## config.mk

```make
export PLATFORM = sky130hd
export DESIGN_NAME = sap_1_controller
export DESIGN_NICKNAME = d
export VERILOG_FILES = /design/src/rtl/sap_1_controller.sv
export SDC_FILE = /design/constraint.sdc
export NUM_CORES = 1
export LEC_CHECK = 0
export CELL_PAD_IN_SITES_DETAIL_PLACEMENT = 0
export CELL_PAD_IN_SITES_GLOBAL_PLACEMENT = 1
export CORE_MARGIN = 5
export CORE_UTILIZATION = 27
export CTS_BUF_LIST = sky130_fd_sc_hd__clkbuf_2 sky130_fd_sc_hd__clkbuf_4 sky130_fd_sc_hd__clkbuf_8
export DETAILED_ROUTE_END_ITERATION = 16
export PLACE_DENSITY = 0.84
export SETUP_SLACK_MARGIN = 0.4
export SLEW_MARGIN = 25
export SYNTH_ARGS = -nofsm -noshare
export SYNTH_HDL_FRONTEND = slang
export SYNTH_SLANG_ARGS = --single-unit
```

## constraint.sdc

```tcl
create_clock -name clk -period 1.2 [get_ports clk]
set_input_delay 0.18 -clock clk [delete_from_list [all_inputs] [get_ports clk]]
set_output_delay 0.18 -clock clk [all_outputs]
set_load 0.005 [all_outputs]
```

## src/rtl/sap_1_controller.sv

```systemverilog
// SAP-1 control sequencer.
//
// A six-state one-hot ring counter (T1..T6) steps through the fetch and
// execute phases of each instruction. The control word is decoded
// combinationally from the current T-state and the opcode.
//
// Ports:
//   clk      - system clock; all state changes on the rising edge
//   clr_n    - synchronous active-low reset; also forces controls inactive
//   opcode   - instruction register upper nibble, used during T4..T6
//   cp, ep   - PC increment / PC to bus (active-high)
//   lm_n     - MAR load (active-low)
//   ce_n     - memory to bus (active-low)
//   li_n     - IR load (active-low)
//   ei_n     - IR operand nibble to bus (active-low)
//   la_n     - accumulator load (active-low)
//   ea       - accumulator to bus (active-high)
//   su, eu   - ALU subtract select / ALU to bus (active-high)
//   lb_n     - B register load (active-low)
//   lo_n     - output register load (active-low)
//   t_state  - one-hot ring state, bit0 = T1 .. bit5 = T6
//   halted   - set once HLT has executed; cleared only by reset
module sap_1_controller (
    input  logic       clk,
    input  logic       clr_n,
    input  logic [3:0] opcode,
    output logic       cp,
    output logic       ep,
    output logic       lm_n,
    output logic       ce_n,
    output logic       li_n,
    output logic       ei_n,
    output logic       la_n,
    output logic       ea,
    output logic       su,
    output logic       eu,
    output logic       lb_n,
    output logic       lo_n,
    output logic [5:0] t_state,
    output logic       halted
);

    typedef enum logic [5:0] {
        T1 = 6'b000001,
        T2 = 6'b000010,
        T3 = 6'b000100,
        T4 = 6'b001000,
        T5 = 6'b010000,
        T6 = 6'b100000
    } tstate_e;

    typedef enum logic [3:0] {
        OP_LDA = 4'b0000,
        OP_ADD = 4'b0001,
        OP_SUB = 4'b0010,
        OP_OUT = 4'b1110,
        OP_HLT = 4'b1111
    } op_e;

    tstate_e state, state_next;
    logic    halted_next;
    op_e     op;

    assign op      = op_e'(opcode);
    assign t_state = state;

    always_ff @(posedge clk) begin
        if (!clr_n) begin
            state  <= T1;
            halted <= 1'b0;
        end else begin
            state  <= state_next;
            halted <= halted_next;
        end
    end

    // HLT freezes the ring in T4 rather than letting it advance.
    always_comb begin
        state_next  = state;
        halted_next = halted;
        if (!halted) begin
            case (state)
                T1: state_next = T2;
                T2: state_next = T3;
                T3: state_next = T4;
                T4: begin
                    if (op == OP_HLT) halted_next = 1'b1;
                    else              state_next  = T5;
                end
                T5: state_next = T6;
                T6: state_next = T1;
                default: state_next = T1;
            endcase
        end
    end

    always_comb begin
        cp   = 1'b0;
        ep   = 1'b0;
        lm_n = 1'b1;
        ce_n = 1'b1;
        li_n = 1'b1;
        ei_n = 1'b1;
        la_n = 1'b1;
        ea   = 1'b0;
        su   = 1'b0;
        eu   = 1'b0;
        lb_n = 1'b1;
        lo_n = 1'b1;
        if (clr_n && !halted) begin
            case (state)
                T1: begin
                    ep   = 1'b1;
                    lm_n = 1'b0;
                end
                T2: cp = 1'b1;
                T3: begin
                    ce_n = 1'b0;
                    li_n = 1'b0;
                end
                T4: begin
                    case (op)
                        OP_LDA, OP_ADD, OP_SUB: begin
                            ei_n = 1'b0;
                            lm_n = 1'b0;
                        end
                        OP_OUT: begin
                            ea   = 1'b1;
                            lo_n = 1'b0;
                        end
                        default: ;
                    endcase
                end
                T5: begin
                    case (op)
                        OP_LDA: begin
                            ce_n = 1'b0;
                            la_n = 1'b0;
                        end
                        OP_ADD, OP_SUB: begin
                            ce_n = 1'b0;
                            lb_n = 1'b0;
                        end
                        default: ;
                    endcase
                end
                T6: begin
                    case (op)
                        OP_ADD, OP_SUB: begin
                            eu   = 1'b1;
                            la_n = 1'b0;
                            su   = (op == OP_SUB);
                        end
                        default: ;
                    endcase
                end
                default: ;
            endcase
        end
    end

endmodule

```

## After elaboration in Yosys (flattened, before gate mapping)

Index checks and enable logic that the tools add are counted.

- Register bits after elaboration: 7
- Bits of input ports: 6
- Output and inout port bits: 19

- Muxes and demuxes: 36
- Reduce and logical (&&, ||, !) cells: 6
- Equal/unequal tests: 11
- Bitwise gates (word level): 1

Operators with widths:

| operator | number |
|---|---|
| $mux W1 | 31 |
| $pmux W6 S5 | 1 |
| $eq A4 B4 Y1 const B | 2 |
| $eq A6 B1 Y1 const B | 1 |
| $eq A6 B2 Y1 const B | 1 |
| $eq A6 B3 Y1 const B | 1 |
| $eq A6 B4 Y1 const B | 1 |
| $eq A6 B5 Y1 const B | 1 |
| $eq A6 B6 Y1 const B | 1 |
| $mux W6 | 1 |
| $pmux W1 S2 | 3 |
| $eq A4 B1 Y1 const B | 1 |
| $eq A4 B2 Y1 const B | 1 |
| $logic_not A4 Y1 | 1 |
| $reduce_or A3 Y1 | 1 |
| $ne A2 B2 Y1 const B | 1 |
| $reduce_and A2 Y1 | 1 |
| $reduce_or A2 Y1 | 1 |
| $logic_and A1 B1 Y1 | 1 |
| $logic_not A1 Y1 | 1 |
| $not A1 Y1 | 1 |

## Depth between registers and ports, before layout

- Depth in word-level cells: 5
- Mapped depth: 5
- Mapped depth without buffers: 4

## Worst setup path before layout

OpenSTA, ideal clock, no wires.

- Path kind: register to output
- From: register state[3], in the netlist t_state[3]
- To: output ei_n
- Stages on the path, launching flop included: 5
- Arrival time: 1.065 ns
- Buffers on the path: 1
- Slack: -0.045 ns
- Path through: dfxtp_1 buf_6 nor2b_4 nand3_2 or3_1

- Word-level cells in the longest chain between the ends: 3

Ends and longest elaborated chain:

| what | RTL line | text |
|---|---|---|
| from (decl) | 60 | `tstate_e state, state_next;` |
| from (signal assigned) | 72 | `state <= state_next;` |
| $eq A6 B4 Y1 | 111 | `case (state)` |
| $mux W1 | 111 |  |
| $mux W1 | 110 | `if (clr_n && !halted) begin` |
| to (decl) | 32 | `output logic ei_n,` |

No other way between the ends.

## Worst setup path after layout

- From: register state[4], in the netlist t_state[4]
- To: output ei_n

The elaborated chain is that of the path after synthesis.

==> results.py <==
metrics = {
    "global_route": {
        "grt_usage_pct": 18.7,
        "grt_antenna_before_repair": 1,
        "maximum_number_of_pins_on_one_net_before_global_route_repair": 8,
        "grt_remaining_overflow": 0,
        "number_of_global_route_vias_before_repair": 1007,
        "grt_pass1_wl_um": 4660,
    },
    "routing": {
        "detail_route.first_pass.iterations": 4,
        "ant_nets": 0,
        "post-route-drc-count": 0,
        "avgRoutedWirePerCell_um": 16.4,
        "drt-vias-per-instance": 5.11,
        "detail_route.iter0.violations": 15,
        "routed_via_count": 956,
        "drt_wl_total_um": 3080,
    },
    "floorplanning": {
        "die_height_um": 56.4,
        "coreArea_sq_um": 2000,
        "io-pin-count": 25,
        "core.rowCount": 16,
        "fp.dieArea_sq_um": 3180,
        "die_x_um": 56.4,
        "initial_utilization_pct": 29.0,
    },
    "sta": {
        "finClkSkew_ns": 0.00470,
        "final_min_period_over_clock_period_pct": 138,
        "timing.slew.headroom_pct": 81.9,
        "timing.final.hold_violations": 0,
        "timing.final.ws_setup_ns": -0.455,
        "final.min_clock_period_ns": 1.66,
        "setup_viol_count_final": 20,
        "worstMarginPinSlew_ns": 0.271,
        "slew_violations": 0,
        "grt_setup_unrepaired": "yes",
        "achievable-frequency_mhz": 604,
    },
    "logic_synthesis": {
        "mappedNetlistNets": 77,
        "netlist_instances": 71,
        "synth_top_area_share_pct": 24.1,
        "synth_edf_count": 0,
        "synthSimpleGateAreaFrac_pct": 49.6,
        "area_fraction_in_compound_gates_after_synthesis_pct": 19.6,
        "synth.yosys.warnings": 0,
        "yosys-top-cells-area": "sky130_fd_sc_hd__dfxtp_1 (24%), sky130_fd_sc_hd__nor2_1 (7.1%), sky130_fd_sc_hd__and2b_1 (3.9%)",
        "netlist.top_cell.by_area": "sky130_fd_sc_hd__dfxtp_1",
        "netlist_top_cells_count": "sky130_fd_sc_hd__nor2_1 (11), sky130_fd_sc_hd__dfxtp_1 (7), sky130_fd_sc_hd__nand2_1 (5)",
        "async_reset_ff_share_pct": 0,
        "syn-mean-instance-area_sq_um": 8.18,
        "synthXorXnorAreaFrac_pct": 1.51,
        "synthMostInstantiatedCell": "sky130_fd_sc_hd__nor2_1",
        "synth_ff_type": "sky130_fd_sc_hd__dfxtp_1",
        "synth_cell_type_count": 36,
        "synth.area.mux_share_pct": 0,
        "synth_top_family_by_area": "simple AND/OR/NAND/NOR gates",
        "mappedNetlistArea_sq_um": 581,
        "synth_seq_area_share_pct": 24.1,
        "synth-seq-cells": 7,
        "synth_fa_ha_area_share_pct": 0,
    },
    "min_path": {
        "hold_class": "in2reg",
    },
    "power": {
        "total_leakage_power_nw": 0.709,
        "max-vdd-ir-drop_mv": 0.722,
        "power.density_cell_area_nw_per_um2": 697,
    },
    "cells_and_area": {
        "drive_gt1_share_pct": 77.4,
        "final_design_utilization_pct": 78.7,
        "postLayoutCellArea_sq_um": 1580,
        "number_of_filler_cells_placed_in_the_layout": 131,
        "layout-area-overhead-vs-synth_pct": 171,
        "design.final.nets": 166,
    },
    "critical_path": {
        "end_kind": "output pin",
        "critPathKind": "reg2out",
        "worst-endpoint-required_ns": 1.02,
        "timing.critical_path.arrival_ns": 1.48,
        "critical_path.startpoint_type": "register",
        "critical_path_peak_fanout": 6,
        "worst-r2r-setup-slack_ns": -0.37,
    },
    "place": {
        "dp_hpwl_um": 1760,
        "finalWeightedCongestion": 0.835,
        "place_ws_ns": -0.847,
        "placedInstanceArea_sq_um": 1120,
        "buffer_ports.inserted": 24,
    },
    "clocking": {
        "later_pin_clock_latency_in_the_skew_report_ns": 0.26,
        "total_clock_buffers_created_by_cts": 3,
        "clk_pin_slew_ns": 0.06,
        "clock_sink_count": 7,
        "cts_buffer_depth": 2,
        "ctsHoldBuffers": 0,
        "htree_levels": 1,
        "cts_tree": "yes",
        "ctsRootBufferMaster": "sky130_fd_sc_hd__clkbuf_4",
    },
    "run": {
        "maxCapViolCount": 0,
    },
    "run_status": {
        "outcome": "finished with violations",
        "violated_checks": "setup timing",
    },
}
-- report_power, final --
part / internal (mW) / total (mW) / switching [mW] / leakage, nW
Clock: 0.150 / 0.248 / 0.0981 / 0.0184
Sequential: 0.245 / 0.268 / 0.0227 / 0.0612
Combinational: 0.354 / 0.581 / 0.227 / 0.629
-- placed cells by master, fill, tap and decap left out, types with 3 or more instances in the layout --
cell,netlist,routed
sky130_fd_sc_hd__buf_4,1,30
sky130_fd_sc_hd__clkbuf_4,0,4
sky130_fd_sc_hd__buf_6,2,41
sky130_fd_sc_hd__dfxtp_4,0,5
sky130_fd_sc_hd__o21ai_1,2,4
sky130_fd_sc_hd__dlygate4sd2_1,0,6
sky130_fd_sc_hd__nand2_1,5,3
sky130_fd_sc_hd__nor2_4,2,4
sky130_fd_sc_hd__nor2_1,11,7
sky130_fd_sc_hd__buf_2,0,10
-- flip-flops by register name, summed over array words and instances, names as in the netlist --
register,flops
halted,1
t_state,6
-- area by class of cell --
cell class | instances | area, sq um | area share (%)
Timing Repair Buffer | 87 | 790 | 50.1
Multi-Input combinational cell | 61 | 558 | 35.4
Sequential cell | 7 | 161 | 10.2
Tap cell | 27 | 33.8 | 2.14
Clock buffer | 4 | 30.0 | 1.91
Antenna cell | 1 | 2.50 | 0.159
-- cells by family (layout without fill, tap and decap cells) --
kind of cell / count (synthesis) / after routing
AO/OA/AOI/OAI: 16 / 16
buffers and inverters: 3 / 91
other: 0 / 1
XOR/XNOR: 1 / 1
AND/OR/NAND/NOR: 44 / 44
flip-flops: 7 / 7
-- critical path: stages, from the launching register on --
cell and delay (ns):
sky130_fd_sc_hd__dfxtp_4 0.36, sky130_fd_sc_hd__nor2_4 0.24, sky130_fd_sc_hd__nand3_4 0.11, sky130_fd_sc_hd__or3_1 0.34
sky130_fd_sc_hd__buf_2 0.15
-- repair_timing --
| item | 4_1_cts | 5_1_grt |
|---|---|---|
| resized for setup | 125 | 21 |
| setup endpoints to repair | 26 | 26 |
| hold endpoints to repair | 0 | 0 |
| pin swaps | 28 | 16 |
| setup buffers | 24 | 6 |
-- metrics by stage --
| step | total power [mW] | cells | hold slack, ns | setup TNS, ns |
|---|---|---|---|---|
| after floorplan | 0.403 | 71 | 0.433 | 0 |
| after global placement | 0.602 | 152 | 0.504 | -10.99 |
| after detailed placement | 0.612 | 152 | 0.521 | -11.47 |
| after CTS | 1.00 | 180 | 0.562 | -4.62 |
| after global routing | 1.15 | 187 | 0.644 | -6.50 |
| final | 1.10 | 187 | 0.595 | -5.36 |
-- layer usage --
layer / GRT usage (%) / vias up / part of all wire [%] / wire length, um
met3: 5.73 / 8 / 5.0 / 155
met4: 2.71 / 0 / 2.3 / 72
li1: - / 446 / - / -
met5: 0 / - / 0 / 0
met1: 18.9 / 464 / 38 / 1170
met2: 37.6 / 38 / 55 / 1680
-- worst paths after layout --
| path | startpoint | endpoint | depth (start not counted) |
|---|---|---|---|
| max | t_state[4]$_SDFFE_PN0P_ | ei_n | 4 |
| min | opcode[1] | halted$_SDFF_PN0_ | 4 |
| max reg2reg | t_state[4]$_SDFFE_PN0P_ | t_state[3]$_SDFFE_PN0P_ | 9 |
| min reg2reg | halted$_SDFF_PN0_ | halted$_SDFF_PN0_ | 3 |
Note: power is estimated with default switching activity, not from simulation.
